===== src/rtl/vector_pkg.sv =====
// Shared types and sizing for the vector micro-op sequencer.
// The optional masked-beat skipping is selected with VSEQ_MASK_SKIP_EN.
package vector_pkg;

  localparam int NUM_LANES = 4;
  localparam int VLMAX     = 128;
  localparam int UOP_W     = 5;

  typedef enum logic [1:0] {
    IDLE = 2'd0,
    RUN  = 2'd1,
    DONE = 2'd2
  } vseq_state_t;

endpackage


===== src/rtl/mask_unit.sv =====
// Per-beat lane enable: qualifies the active lanes with the matching v0 nibble.
module mask_unit
  import vector_pkg::*;
(
  input  logic [VLMAX-1:0] i_v0,
  input  logic             i_mask_en,
  input  logic [UOP_W-1:0] i_ctr,
  input  logic [3:0]       i_lane_active,
  output logic [3:0]       o_lane_en
);

  logic [3:0] w_v0_bits;

  // Beat n covers elements 4n..4n+3, i.e. v0 nibble n.
  assign w_v0_bits = i_v0[{i_ctr, 2'b00} +: 4];
  assign o_lane_en = i_mask_en ? (i_lane_active & w_v0_bits) : i_lane_active;

endmodule


===== src/rtl/vector_uop_sequencer.sv =====
// Splits one vector instruction into 4-lane micro-op beats with mask-qualified lane enables.
// Define VSEQ_MASK_SKIP_EN to skip fully-masked beats instead of presenting them.
module vector_uop_sequencer
  import vector_pkg::*;
(
  input  logic             CLK,
  input  logic             nRST,
  input  logic             flush,
  input  logic             issue_valid,
  output logic             issue_ready,
  input  logic [7:0]       issue_vl,
  input  logic             issue_mask_en,
  input  logic [VLMAX-1:0] issue_v0,
  output logic             uop_valid,
  input  logic             uop_ready,
  output logic [UOP_W-1:0] uop_num,
  output logic [3:0]       lane_active,
  output logic [3:0]       lane_en,
  output logic             uop_last,
  output logic             busy,
  output logic             done,
  output vseq_state_t      dbg_state
);

  // Handshakes: issue transfers on issue_valid & issue_ready; a beat transfers on
  // uop_valid & uop_ready, and every beat output holds steady until that transfer.

  vseq_state_t      r_state;
  logic [UOP_W-1:0] r_ctr;
  logic [UOP_W-1:0] r_last;
  logic [7:0]       r_vl;
  logic             r_mask_en;
  logic [VLMAX-1:0] r_v0;

  logic [7:0]       w_vl_c;
  logic [7:0]       w_vl_m1;
  logic             w_run;
  logic             w_skip;
  logic             w_present;
  logic             w_adv;
  logic [3:0]       w_lane_active;
  logic [3:0]       w_lane_en;

  assign w_vl_c  = (issue_vl > 8'd128) ? 8'd128 : issue_vl;
  assign w_vl_m1 = w_vl_c - 8'd1;
  assign w_run   = (r_state == RUN);

  always_comb begin
    w_lane_active = 4'b0000;
    for (int i = 0; i < NUM_LANES; i++) begin
      w_lane_active[i] = w_run && (({1'b0, r_ctr, 2'b00} + 8'(i)) < r_vl);
    end
  end

  mask_unit u_mask_unit (
    .i_v0          (r_v0),
    .i_mask_en     (r_mask_en),
    .i_ctr         (r_ctr),
    .i_lane_active (w_lane_active),
    .o_lane_en     (w_lane_en)
  );

`ifdef VSEQ_MASK_SKIP_EN
  assign w_skip = w_run && r_mask_en && (w_lane_en == 4'b0000);
`else
  assign w_skip = 1'b0;
`endif

  assign w_present = w_run && !w_skip;
  // A skipped beat retires without waiting for the lanes.
  assign w_adv     = (w_present && uop_ready) || w_skip;

  always_ff @(posedge CLK or negedge nRST) begin
    if (!nRST) begin
      r_state   <= IDLE;
      r_ctr     <= '0;
      r_last    <= '0;
      r_vl      <= '0;
      r_mask_en <= 1'b0;
      r_v0      <= '0;
    end else if (flush) begin
      r_state <= IDLE;
      r_ctr   <= '0;
    end else begin
      case (r_state)
        IDLE: begin
          if (issue_valid) begin
            r_vl      <= w_vl_c;
            r_mask_en <= issue_mask_en;
            r_v0      <= issue_v0;
            r_ctr     <= '0;
            r_last    <= w_vl_m1[6:2];
            r_state   <= (w_vl_c == 8'd0) ? DONE : RUN;
          end
        end
        RUN: begin
          if (w_adv) begin
            if (r_ctr == r_last) r_state <= DONE;
            else                 r_ctr   <= r_ctr + 1'b1;
          end
        end
        DONE: begin
          r_state <= IDLE;
          r_ctr   <= '0;
        end
        default: r_state <= IDLE;
      endcase
    end
  end

  assign issue_ready = (r_state == IDLE);
  assign uop_valid   = w_present;
  assign uop_num     = r_ctr;
  assign uop_last    = w_run && (r_ctr == r_last);
  assign lane_active = w_lane_active;
  assign lane_en     = w_lane_en;
  assign busy        = (r_state != IDLE);
  assign done        = (r_state == DONE);
  assign dbg_state   = r_state;

endmodule


===== config.mk =====
export PLATFORM = sky130hd
export DESIGN_NAME = vector_uop_sequencer
export DESIGN_NICKNAME = d
export VERILOG_FILES = /design/src/rtl/vector_pkg.sv /design/src/rtl/mask_unit.sv /design/src/rtl/vector_uop_sequencer.sv
export SDC_FILE = /design/constraint.sdc
export NUM_CORES = 1
export LEC_CHECK = 0
export ABC_AREA = 1
export ABC_CLOCK_PERIOD_IN_PS = 1800
export BUFFER_PORTS_ARGS = -buffer_cell sky130_fd_sc_hd__buf_2
export CAP_MARGIN = 20
export CORE_UTILIZATION = 42
export CTS_CLUSTER_DIAMETER = 50
export CTS_CLUSTER_SIZE = 25
export DETAILED_ROUTE_END_ITERATION = 6
export PLACE_DENSITY_LB_ADDON = 0.12
export SLEW_MARGIN = 40
export SYNTH_ARGS = -nofsm -noshare
export SYNTH_HDL_FRONTEND = slang
export SYNTH_HIERARCHICAL = 1
export SYNTH_SLANG_ARGS = --single-unit

===== constraint.sdc =====
create_clock -name CLK -period 1.8 [get_ports CLK]
set_input_delay 0.18 -clock CLK [delete_from_list [all_inputs] [get_ports CLK]]
set_output_delay 0.18 -clock CLK [all_outputs]
set_load 0.01 [all_outputs]

==> impl_metrics.csv, run 1 <==
group,metric,value,unit
synthesis,syn_nets,1292,
clocking,clkSinkCount,149,
worst_hold_path,hold_path_end,"r_v0[74]",
floorplan,die_area,19400,sq um
cells_and_area,diodes,0,
placement,place_ws,-91.3,ps
timing,setup_viol,9,
grt,grt_first_pass_wirelength,39.2,mm
cells_and_area,nets,1598,
synthesis,synth_seq_cells,149,
clocking,root_buffer,"clkbuf_16",
synthesis,ys_types,30,
timing,fin_skew,9.13,ps
clocking,path_clk_slew,60,ps
power,peakVddDrop,0.755,mV
status,status,"finished with violations",
drt,first_iter_violations,465,
grt,antenna_found_initial,0,
timing,layout_min_cycle_time,2270,ps
timing,hold_violations,0,
floorplan,die_y,139,microns
setup_path,worst_setup_path_end_kind,"output pin",
timing,slew_violations,0,
grt,grt_overflow,0,
flow_run,drv_cap,0,
worst_hold_path,timing.hold.worst.start,"issue_v0[74]",
drt,detail-route-antenna-nets,0,
power,total_power,16.4,mW
setup_path,critPathLaunch,"uop_num[0]",
worst_hold_path,hp-class,"input port to flop",
placement,placed_area,9160,sq um
cells_and_area,area.growth.synth_to_final,45.0,%
setup_path,worstRegToRegCells,8,
cells_and_area,final_cell_mix,"642 x nand2_1, 156 x buf_2, 145 x dfrtp_1",
grt,grt_max_degree,110,
synthesis,syn-instance-count,1140,
synthesis,synthArstFlopShare,100,%
drt,wire_per_inst,14.4,microns
grt,grt_pass1_vias,7812,
synthesis,yosysTopAreaCell,"dfrtp_1",
clocking,clk_latency,430,ps
floorplan,io_pins,162,
cells_and_area,fin_util,63.1,%
setup_path,start_kind,"flop",
timing,grt_setup_unrepaired,"yes",
timing,fin_crit_sh,126,%
clocking,htree_levels,4,
synthesis,synth_flop_cell,"dfrtp_1",
synthesis,ys_warn_count,6,
floorplan,num_rows,49,
clocking,cts_tree,"done",
clocking,clock_path_buffers,2,
placement,portBuffers,161,
grt,grt_usage,25.7,%
worst_hold_path,min_path_cells,3,
synthesis,ys_seq_area_share,47.1,%
floorplan,start_util,43.5,%
timing,worst_slack,-466,ps
timing,slew_headroom,66.6,%
timing,fmax,441,MHz
setup_path,critPathKind,"flop to output pin",
setup_path,r2r_setup_slack,90,ps
setup_path,regToRegEndpoint,"r_v0[69]",
floorplan,core-area,18200,sq um
placement,gp_congestion,0.818,
synthesis,avgSynthCellArea,6.95,sq um
cells_and_area,fillers,1651,
cells_and_area,drive_gt1_share,20.4,%
clocking,cts-buffers-inserted,17,
timing,whs,5.44,ps
setup_path,required,1620,ps
drt,vias,7897,
status,violations,"design-rule violations, negative setup slack",
synthesis,synthTopCellsByArea,"dfrtp_1 47%, nand2_1 31%, nand3_1 6.3%",
setup_path,worstPathMaxFanout,6,
power,p_per_area,1420,nW/um^2
placement,hpwl,15.0,mm
cells_and_area,finalInstanceArea,11500,sq um
drt,via_per_inst,4.68,
setup_path,cp.arrival,2090,ps
floorplan,die_w,139,microns
synthesis,synth_edf_count,0,
synthesis,syn_area,7920,sq um
synthesis,synth_top_area_share,47.1,%
drt,drc,3,
setup_path,reg2reg_from,"dbg_state[0]",
cells_and_area,final_common_cell,"nand2_1",
power,p_leak,6.32,nW
drt,first_pass_iters,7,
drt,wirelength,24.3,mm
timing,worst_slew_pin_slew,501,ps
-- cells in the mapped netlist (2+ instances only) --
master and count:
dfrtp_1 149, buf_4 6, inv_1 103, nand3_1 99
buf_2 26, buf_6 15, nor2_2 3, nand4_1 2
inv_2 4, nand2_1 648, nor2_1 27, a21oi_1 5
o21ai_0 16, nor3_1 6, clkbuf_1 6, ha_1 10
xor2_1 2
-- cells by family after synthesis --
group / count (synthesis) / synth area share, %
adders and majority gates: 10 / 1.58
and+or+nand+nor: 789 / 39.3
xor gates and xnor gates: 3 / 0.332
AOI/OAI and AO/OA: 27 / 1.86
DFF: 149 / 47.1
buffers and inverters: 162 / 9.81
-- worst max-delay path by stage --
stage,end,cells past startpoint
2_1_floorplan,lane_en[2],7
3_3_place_gp,lane_en[2],9
3_5_place_dp,lane_en[2],9
4_1_cts,lane_en[3],13
5_1_grt,lane_en[2],11
6_report,lane_en[2],11
-- area by class of cell --
| type | count | area [sq um] | area share [%] |
|---|---|---|---|
| inverters | 108 | 433 | 3.77 |
| repair buffers | 341 | 2820 | 24.5 |
| well taps | 229 | 287 | 2.49 |
| clock buffers | 19 | 453 | 3.94 |
| flip-flops and latches | 149 | 3730 | 32.5 |
| clock inverters | 13 | 148 | 1.29 |
| multi-input cells | 829 | 3610 | 31.5 |
-- report_power, final --
| group | switching (mW) | total [mW] | internal (mW) |
|---|---|---|---|
| logic | 3.81 | 6.78 | 2.97 |
| registers | 0.971 | 5.94 | 4.97 |
| clock network | 1.50 | 3.63 | 2.13 |
| total | 6.28 | 16.4 | 10.1 |
-- per-stage QoR --
step	setup TNS (ps)	cells
finish	-3320	1688
global route	-4330	1688
CTS	-3180	1680
detailed placement	-149	1513
global placement	-85.7	1513
floorplan	-22.1	1140
-- flip-flops by register name (all words and copies together) (netlist names) --
signal / cells
r_vl: 8
uop_num: 5
dbg_state: 2
r_mask_en: 1
r_last: 5
r_v0: 128
-- critical path, cell delays in order, from the launching register on --
cell and delay (ps):
dfrtp_2 450, buf_12 160, clkinv_8 40, ha_4 190, nand2_4 60, nor2_2 40
o21ai_2 140, nor3b_4 200, nor2b_4 180, nand2_1 70, inv_2 50, buf_6 90
-- repair_timing --
item                       CTS  global route
setup buffers                6             5
setup endpoints to repair    9           126
hold endpoints to repair   166             0
pin swaps                    9             7
hold buffers               129             0
cloned                       1             3
gates resized for setup     30            33
-- layer usage --
layer	part of all wire [%]	vias to the layer above	routed length, microns	global-route usage [%]
li1	-	4059	-	-
met1	46	3598	11300	34.4
met2	48	211	11600	43.0
met3	4.1	29	1000	4.61
met4	1.7	0	417	6.67
met5	0	-	0	0
Note: power is estimated with default switching activity, not from simulation.
==> run 2: changes to the inputs <==
Settings changed: HOLD_SLACK_MARGIN set to 0.15.
==> run 2 against run 1 <==
The run ends with negative setup slack left. Count of clock-buffer cells in the layout unchanged. Clock power about the same. Final cell count grew 0.53%. Flip-flop and latch count unchanged. Register-to-register slack hardly changed. Non-clock buffer count increased by 9. Clock skew up 1.3 ps. Die area is the same. Maximum frequency barely moved. Setup slack worse by 2.1 ps. Worst hold slack better by 170 ps. Critical endpoint unchanged.
==> impl_metrics.csv, run 2 (synthesized netlist as in run 1, its figures left out) <==
group,metric,value,unit
setup_path,worstPathMaxFanout,6,
power,p_clk_share,22.2,%
power,p_leak,6.35,nW
setup_path,critPathKind,"flop to output pin",
clocking,clock_path_buffers,2,
cells_and_area,diodes,0,
drt,wl_met1,11.5,mm
clocking,root_buffer,"clkbuf_16",
floorplan,die_w,139,microns
drt,drc,0,
status,violations,"negative setup slack",
timing,fin_crit_sh,126,%
cells_and_area,nets,1607,
setup_path,worstRegToRegCells,11,
floorplan,die_y,139,microns
setup_path,cp.arrival,2090,ps
floorplan,start_util,43.5,%
setup_path,worst_setup_path_end_kind,"output pin",
setup_path,regToRegEndpoint,"uop_num[0]",
worst_hold_path,hp-class,"input port to flop",
timing,slew_violations,0,
cells_and_area,finalInstanceArea,11600,sq um
drt,vias,7938,
worst_hold_path,hold_path_end,"dbg_state[1]",
grt,antenna_found_initial,0,
drt,first_iter_violations,430,
grt,grt_max_degree,110,
timing,worst_slack,-468,ps
timing,fmax,441,MHz
grt,grt_first_pass_wirelength,39.3,mm
setup_path,start_kind,"flop",
clocking,clk_latency,430,ps
status,status,"finished with violations",
setup_path,critPathLaunch,"uop_num[0]",
drt,wirelength,24.5,mm
setup_path,path_cells,"buf_12 -> clkinv_8 -> ha_4 -> nand2_4 -> nor2_2 -> o21ai_2 -> nor3b_4 -> nor2b_4 -> nand2_1 -> inv_2 -> buf_6",
power,p_sw_share,38.5,%
power,peakVddDrop,0.763,mV
drt,detail-route-antenna-nets,0,
power,combPwrFrac,41.5,%
clocking,cts_tree,"done",
floorplan,io_pins,162,
setup_path,required,1620,ps
cells_and_area,drive_gt1_share,20.2,%
timing,hold_violations,0,
floorplan,die_area,19400,sq um
timing,layout_min_cycle_time,2270,ps
timing,fin_skew,10.4,ps
drt,met2_length,11.8,mm
grt,grt_pass1_vias,7834,
timing,worst_slew_pin_slew,554,ps
grt,grt_usage,25.8,%
setup_path,cpMaxStageDelayCell,"dfrtp_2",
cells_and_area,fin_util,63.5,%
cells_and_area,final_cell_mix,"642 x nand2_1, 156 x buf_2, 145 x dfrtp_1",
cells_and_area,regMostFlops,"r_v0",
clocking,clkSinkCount,149,
cells_and_area,largest_reg_flops,128,
placement,placed_area,9160,sq um
power,p_per_area,1420,nW/um^2
drt,wire_per_inst,14.4,microns
cells_and_area,top_regs,"r_v0 (128), r_vl (8)",
drt,via_per_inst,4.68,
setup_path,reg2reg_from,"dbg_state[1]",
timing,grt_setup_unrepaired,"yes",
worst_hold_path,timing.hold.worst.start,"flush",
clocking,cts-buffers-inserted,17,
power,total_power,16.4,mW
placement,gp_congestion,0.818,
clocking,path_clk_slew,70,ps
cells_and_area,area.growth.synth_to_final,46.0,%
drt,wl_met3,866,microns
placement,hpwl,15.0,mm
setup_path,r2r_setup_slack,80,ps
cells_and_area,final_common_cell,"nand2_1",
power,internal-power,10.1,mW
placement,place_ws,-91.3,ps
worst_hold_path,min_path_cells,4,
drt,first_pass_iters,5,
drt,top_layer,"met4",
power,switchingPower,6.30,mW
clocking,htree_levels,4,
flow_run,drv_cap,0,
floorplan,num_rows,49,
setup_path,cp_slowest_stage_delay,450,ps
timing,fin_tns_setup,-3350,ps
timing,setup_viol,9,
grt,grt_overflow,0,
placement,portBuffers,161,
floorplan,core-area,18200,sq um
power,seq_power_share,36.3,%
timing,slew_headroom,63.0,%
-- run 2: repair_timing --
action / 4_1_cts / 5_1_grt
hold buffers: 138 / 0
hold endpoints to repair: 291 / 0
gates cloned: 1 / 3
pin swaps: 9 / 7
gates resized for setup: 30 / 31
setup endpoints to repair: 9 / 120
buffers inserted: 6 / 5
-- run 2: worst max-delay path, delay by kind of cell (launching register included) --
kind	cells	cell delay, ps
AO/OA/AOI/OAI	1	140
flip-flops	1	450
AND/OR/NAND/NOR	5	550
buffers and inverters	4	340
adder cells (fa/ha/maj)	1	190
-- run 2: area by class of cell --
type | count | area [sq um]
flip-flops and latches | 149 | 3730
fillers | 1635 | 6650
clock inverters | 13 | 148
inverters | 108 | 428
clock buffers | 19 | 453
well taps | 229 | 287
repair buffers | 350 | 2900
multi-input cells | 829 | 3610
-- run 2: how the worst max path moves through the flow --
stage | endpoint | depth (start not counted)
final | lane_en[2] | 11
after global routing | lane_en[2] | 11
after CTS | lane_en[3] | 13
after detailed placement | lane_en[2] | 9
after global placement | lane_en[2] | 9
after floorplan | lane_en[2] | 7
-- run 2: power by group through the flow --
stage	registers, mW	clock network, mW	logic [mW]
after floorplan	5.69	0	4.22
after global placement	5.91	0	5.82
after detailed placement	5.93	0	5.89
after CTS	5.92	3.70	6.43
after global routing	6.13	3.83	7.77
final	5.95	3.63	6.80
-- run 2: layer usage --
| layer | vias up | global-route usage, % |
|---|---|---|
| li1 | 4077 | - |
| met1 | 3657 | 34.4 |
| met2 | 178 | 43.3 |
| met3 | 26 | 4.65 |
| met4 | 0 | 6.67 |
| met5 | - | 0 |
-- run 2: metrics by stage --
step / hold WS [ps] / instances
6_report: 176 / 1697
5_1_grt: 228 / 1697
4_1_cts: 163 / 1689
3_5_place_dp: 140 / 1513
3_3_place_gp: 137 / 1513
2_1_floorplan: -116 / 1140
==> run 3: changes to the inputs <==
--- a/config.mk
+++ b/config.mk
@@ -7,3 +7,2 @@
 export LEC_CHECK = 0
-export ABC_AREA = 1
 export ABC_CLOCK_PERIOD_IN_PS = 1800
==> constraint.sdc (replaced) <==
create_clock -name CLK -period 1.8 [get_ports CLK]
set_input_delay 0.09 -clock CLK [delete_from_list [all_inputs] [get_ports CLK]]
set_output_delay 0.09 -clock CLK [all_outputs]
set_load 0.01 [all_outputs]
==> run 3 against run 2 <==
The flow still finishes with violations (negative setup slack). Via count fell by 29%. Maximum frequency shrank 9.8%. Final cell count is 34% lower. Combinational power down 14%. Critical path type unchanged. Critical endpoint is now lane_en[3]. Highest routed layer unchanged.
==> impl_metrics.csv, run 3 <==
group,metric,value,unit
synthesis,synth_edf_count,0,
synthesis,yosysTopAreaCell,"dfrtp_1",
grt,grt_overflow,0,
setup_path,cpMaxStageDelayCell,"dfrtp_1",
drt,wirelength,19.6,mm
power,peakVddDrop,0.830,mV
synthesis,synthTopCellsByArea,"dfrtp_1 51%, mux2_2 21%, mux4_2 7.8%",
setup_path,worstPathMaxFanout,3,
setup_path,required,1710,ps
setup_path,worst_setup_path_end_kind,"output pin",
floorplan,die_w,133,microns
synthesis,avgSynthCellArea,13.8,sq um
placement,hpwl,13.4,mm
cells_and_area,regMostFlops,"r_v0",
drt,wire_per_inst,17.6,microns
timing,fin_skew,9.11,ps
drt,vias,5609,
status,status,"finished with violations",
clocking,root_buffer,"clkbuf_16",
grt,grt_pass1_vias,6155,
flow_run,drv_cap,0,
timing,slew_violations,0,
power,p_per_area,1360,nW/um^2
grt,antenna_found_initial,0,
clocking,htree_levels,4,
synthesis,synthArstFlopShare,100,%
drt,first_iter_violations,215,
placement,placed_area,8710,sq um
synthesis,synth_seq_cells,149,
floorplan,io_pins,162,
cells_and_area,nets,1036,
drt,detail-route-antenna-nets,0,
placement,portBuffers,161,
grt,grt_max_degree,67,
timing,fin_crit_sh,140,%
setup_path,path_cells,"inv_2 -> ha_4 -> a21o_1 -> a21oi_2 -> o21ai_2 -> nor2_4 -> buf_4 -> buf_6 -> nand3_1 -> a221oi_2 -> buf_2",
cells_and_area,top_regs,"r_v0 (128), r_vl (8)",
setup_path,crit_family,"compound AO/OA/AOI/OAI gates",
floorplan,die_y,133,microns
synthesis,synth_flop_cell,"dfrtp_1",
clocking,cts-buffers-inserted,17,
timing,worst_slew_pin_slew,432,ps
synthesis,ys_types,50,
clocking,path_clk_slew,60,ps
worst_hold_path,hp-class,"input port to async pin",
synthesis,yosys.cell_count.top_type,"dfrtp_1",
cells_and_area,drive_gt1_share,51.6,%
setup_path,start_kind,"flop",
clocking,clk_latency,430,ps
timing,grt_setup_unrepaired,"yes",
timing,setup_viol,16,
clocking,clkSinkCount,149,
floorplan,start_util,43.4,%
grt,grt_usage,23.2,%
setup_path,path_buf_inv,4,
floorplan,num_rows,47,
setup_path,critPathKind,"flop to output pin",
drt,via_per_inst,5.02,
timing,fin_tns_setup,-4750,ps
cells_and_area,fin_util,67.0,%
setup_path,cp_slowest_stage_delay,380,ps
clocking,clock_path_buffers,2,
placement,place_ws,-223,ps
synthesis,syn_nets,675,
clocking,cts_tree,"done",
synthesis,ys_seq_area_share,51.5,%
synthesis,yosys-top-cells-count,"149 x dfrtp_1, 133 x mux2_2, 28 x mux2i_1",
setup_path,cp.arrival,2430,ps
synthesis,syn-instance-count,523,
cells_and_area,final_cell_mix,"154 x buf_2, 147 x dlygate4sd3_1, 144 x dfrtp_1",
power,p_leak,4.93,nW
timing,slew_headroom,71.2,%
cells_and_area,final_common_cell,"buf_2",
cells_and_area,finalInstanceArea,11200,sq um
cells_and_area,diodes,0,
cells_and_area,area.growth.synth_to_final,54.5,%
grt,grt_first_pass_wirelength,31.2,mm
timing,layout_min_cycle_time,2520,ps
timing,hold_violations,0,
synthesis,syn_area,7240,sq um
synthesis,synth_top_area_share,51.5,%
floorplan,die_area,17800,sq um
status,violations,"negative setup slack",
floorplan,core-area,16700,sq um
synthesis,ys_warn_count,6,
timing,worst_slack,-716,ps
drt,first_pass_iters,6,
cells_and_area,largest_reg_flops,128,
placement,gp_congestion,0.777,
drt,drc,0,
timing,fmax,397,MHz
## run 3: cell count changes after synthesis, moves of 5 or more
cell      delta
buf_2        -6
buf_6       -12
inv_1       -89
mux2_2     +133
mux2i_1     +28
mux4_2      +25
nand2_1    -630
nand2b_1    +11
nand3_1     -91
nor2_1      -13
xor2_1       +5
## run 3: cell type report
| cell class | count | area, sq um |
|---|---|---|
| Clock inverter | 15 | 148 |
| Tap cell | 220 | 275 |
| Fill cell | 1236 | 5510 |
| Inverter | 14 | 55.1 |
| Sequential cell | 149 | 3730 |
| Multi-Input combinational cell | 331 | 3530 |
| Clock buffer | 17 | 425 |
| Timing Repair Buffer | 371 | 3030 |
## run 3: power breakdown
group	leakage [nW]	internal, mW	total [mW]	switching (mW)
combinational	2.88	3.59	5.88	2.29
sequential	1.77	5.00	5.94	0.938
clock	0.278	1.94	3.44	1.51
## run 3: cell families after synthesis
family / after synthesis / share of synthesized area [%]
muxes: 186 / 32.3
DFF: 149 / 51.5
and+or+nand+nor: 76 / 5.68
AOI/OAI and AO/OA: 51 / 4.60
buffers and inverters: 43 / 3.21
adders and majority gates: 10 / 1.73
xor gates and xnor gates: 8 / 0.968
## run 3: worst paths after layout
kind,start,end,slack [ps],cells after the start
max,r_vl[5],lane_en[3],-720,11
min reg2reg,r_vl[4],r_vl[4],490,2
min in group CLK,issue_v0[55],r_v0[55],420,3
min,nRST,dbg_state[1],140,2
max in group asynchronous,nRST,r_v0[122],940,3
max reg2reg,uop_num[0],uop_num[2],-80,10
## run 3: metal layers
layer | up-vias | wire (microns) | GRT usage [%]
met4 | 0 | 354 | 8.02
met1 | 2814 | 8510 | 28.9
li1 | 2630 | - | -
met2 | 138 | 9950 | 39.5
met5 | - | 0 | 0
met3 | 27 | 788 | 5.44
## run 3: what timing repair did
| item | in CTS | in global routing |
|---|---|---|
| hold endpoints to repair | 294 | 0 |
| gates cloned | 1 | 0 |
| gates resized for setup | 37 | 28 |
| pin swaps | 17 | 12 |
| setup endpoints to repair | 14 | 87 |
| buffers inserted | 9 | 5 |
| hold buffers | 147 | 0 |
## run 3: worst register-to-register path, delay by kind of cell, from the launching register on
| family | cells | cell delay [ps] |
|---|---|---|
| buffers and inverters | 5 | 650 |
| flip-flops | 1 | 410 |
| AO/OA/AOI/OAI | 2 | 310 |
| AND/OR/NAND/NOR | 2 | 210 |
| XOR/XNOR | 1 | 160 |
## run 3: metrics by stage
step	power, mW	hold slack (ps)	std cells
after floorplan	9.05	-206	523
after global placement	10.7	42.2	925
after detailed placement	10.9	43.7	925
after CTS	15.1	158	1113
after global routing	16.1	171	1117
final	15.3	143	1117
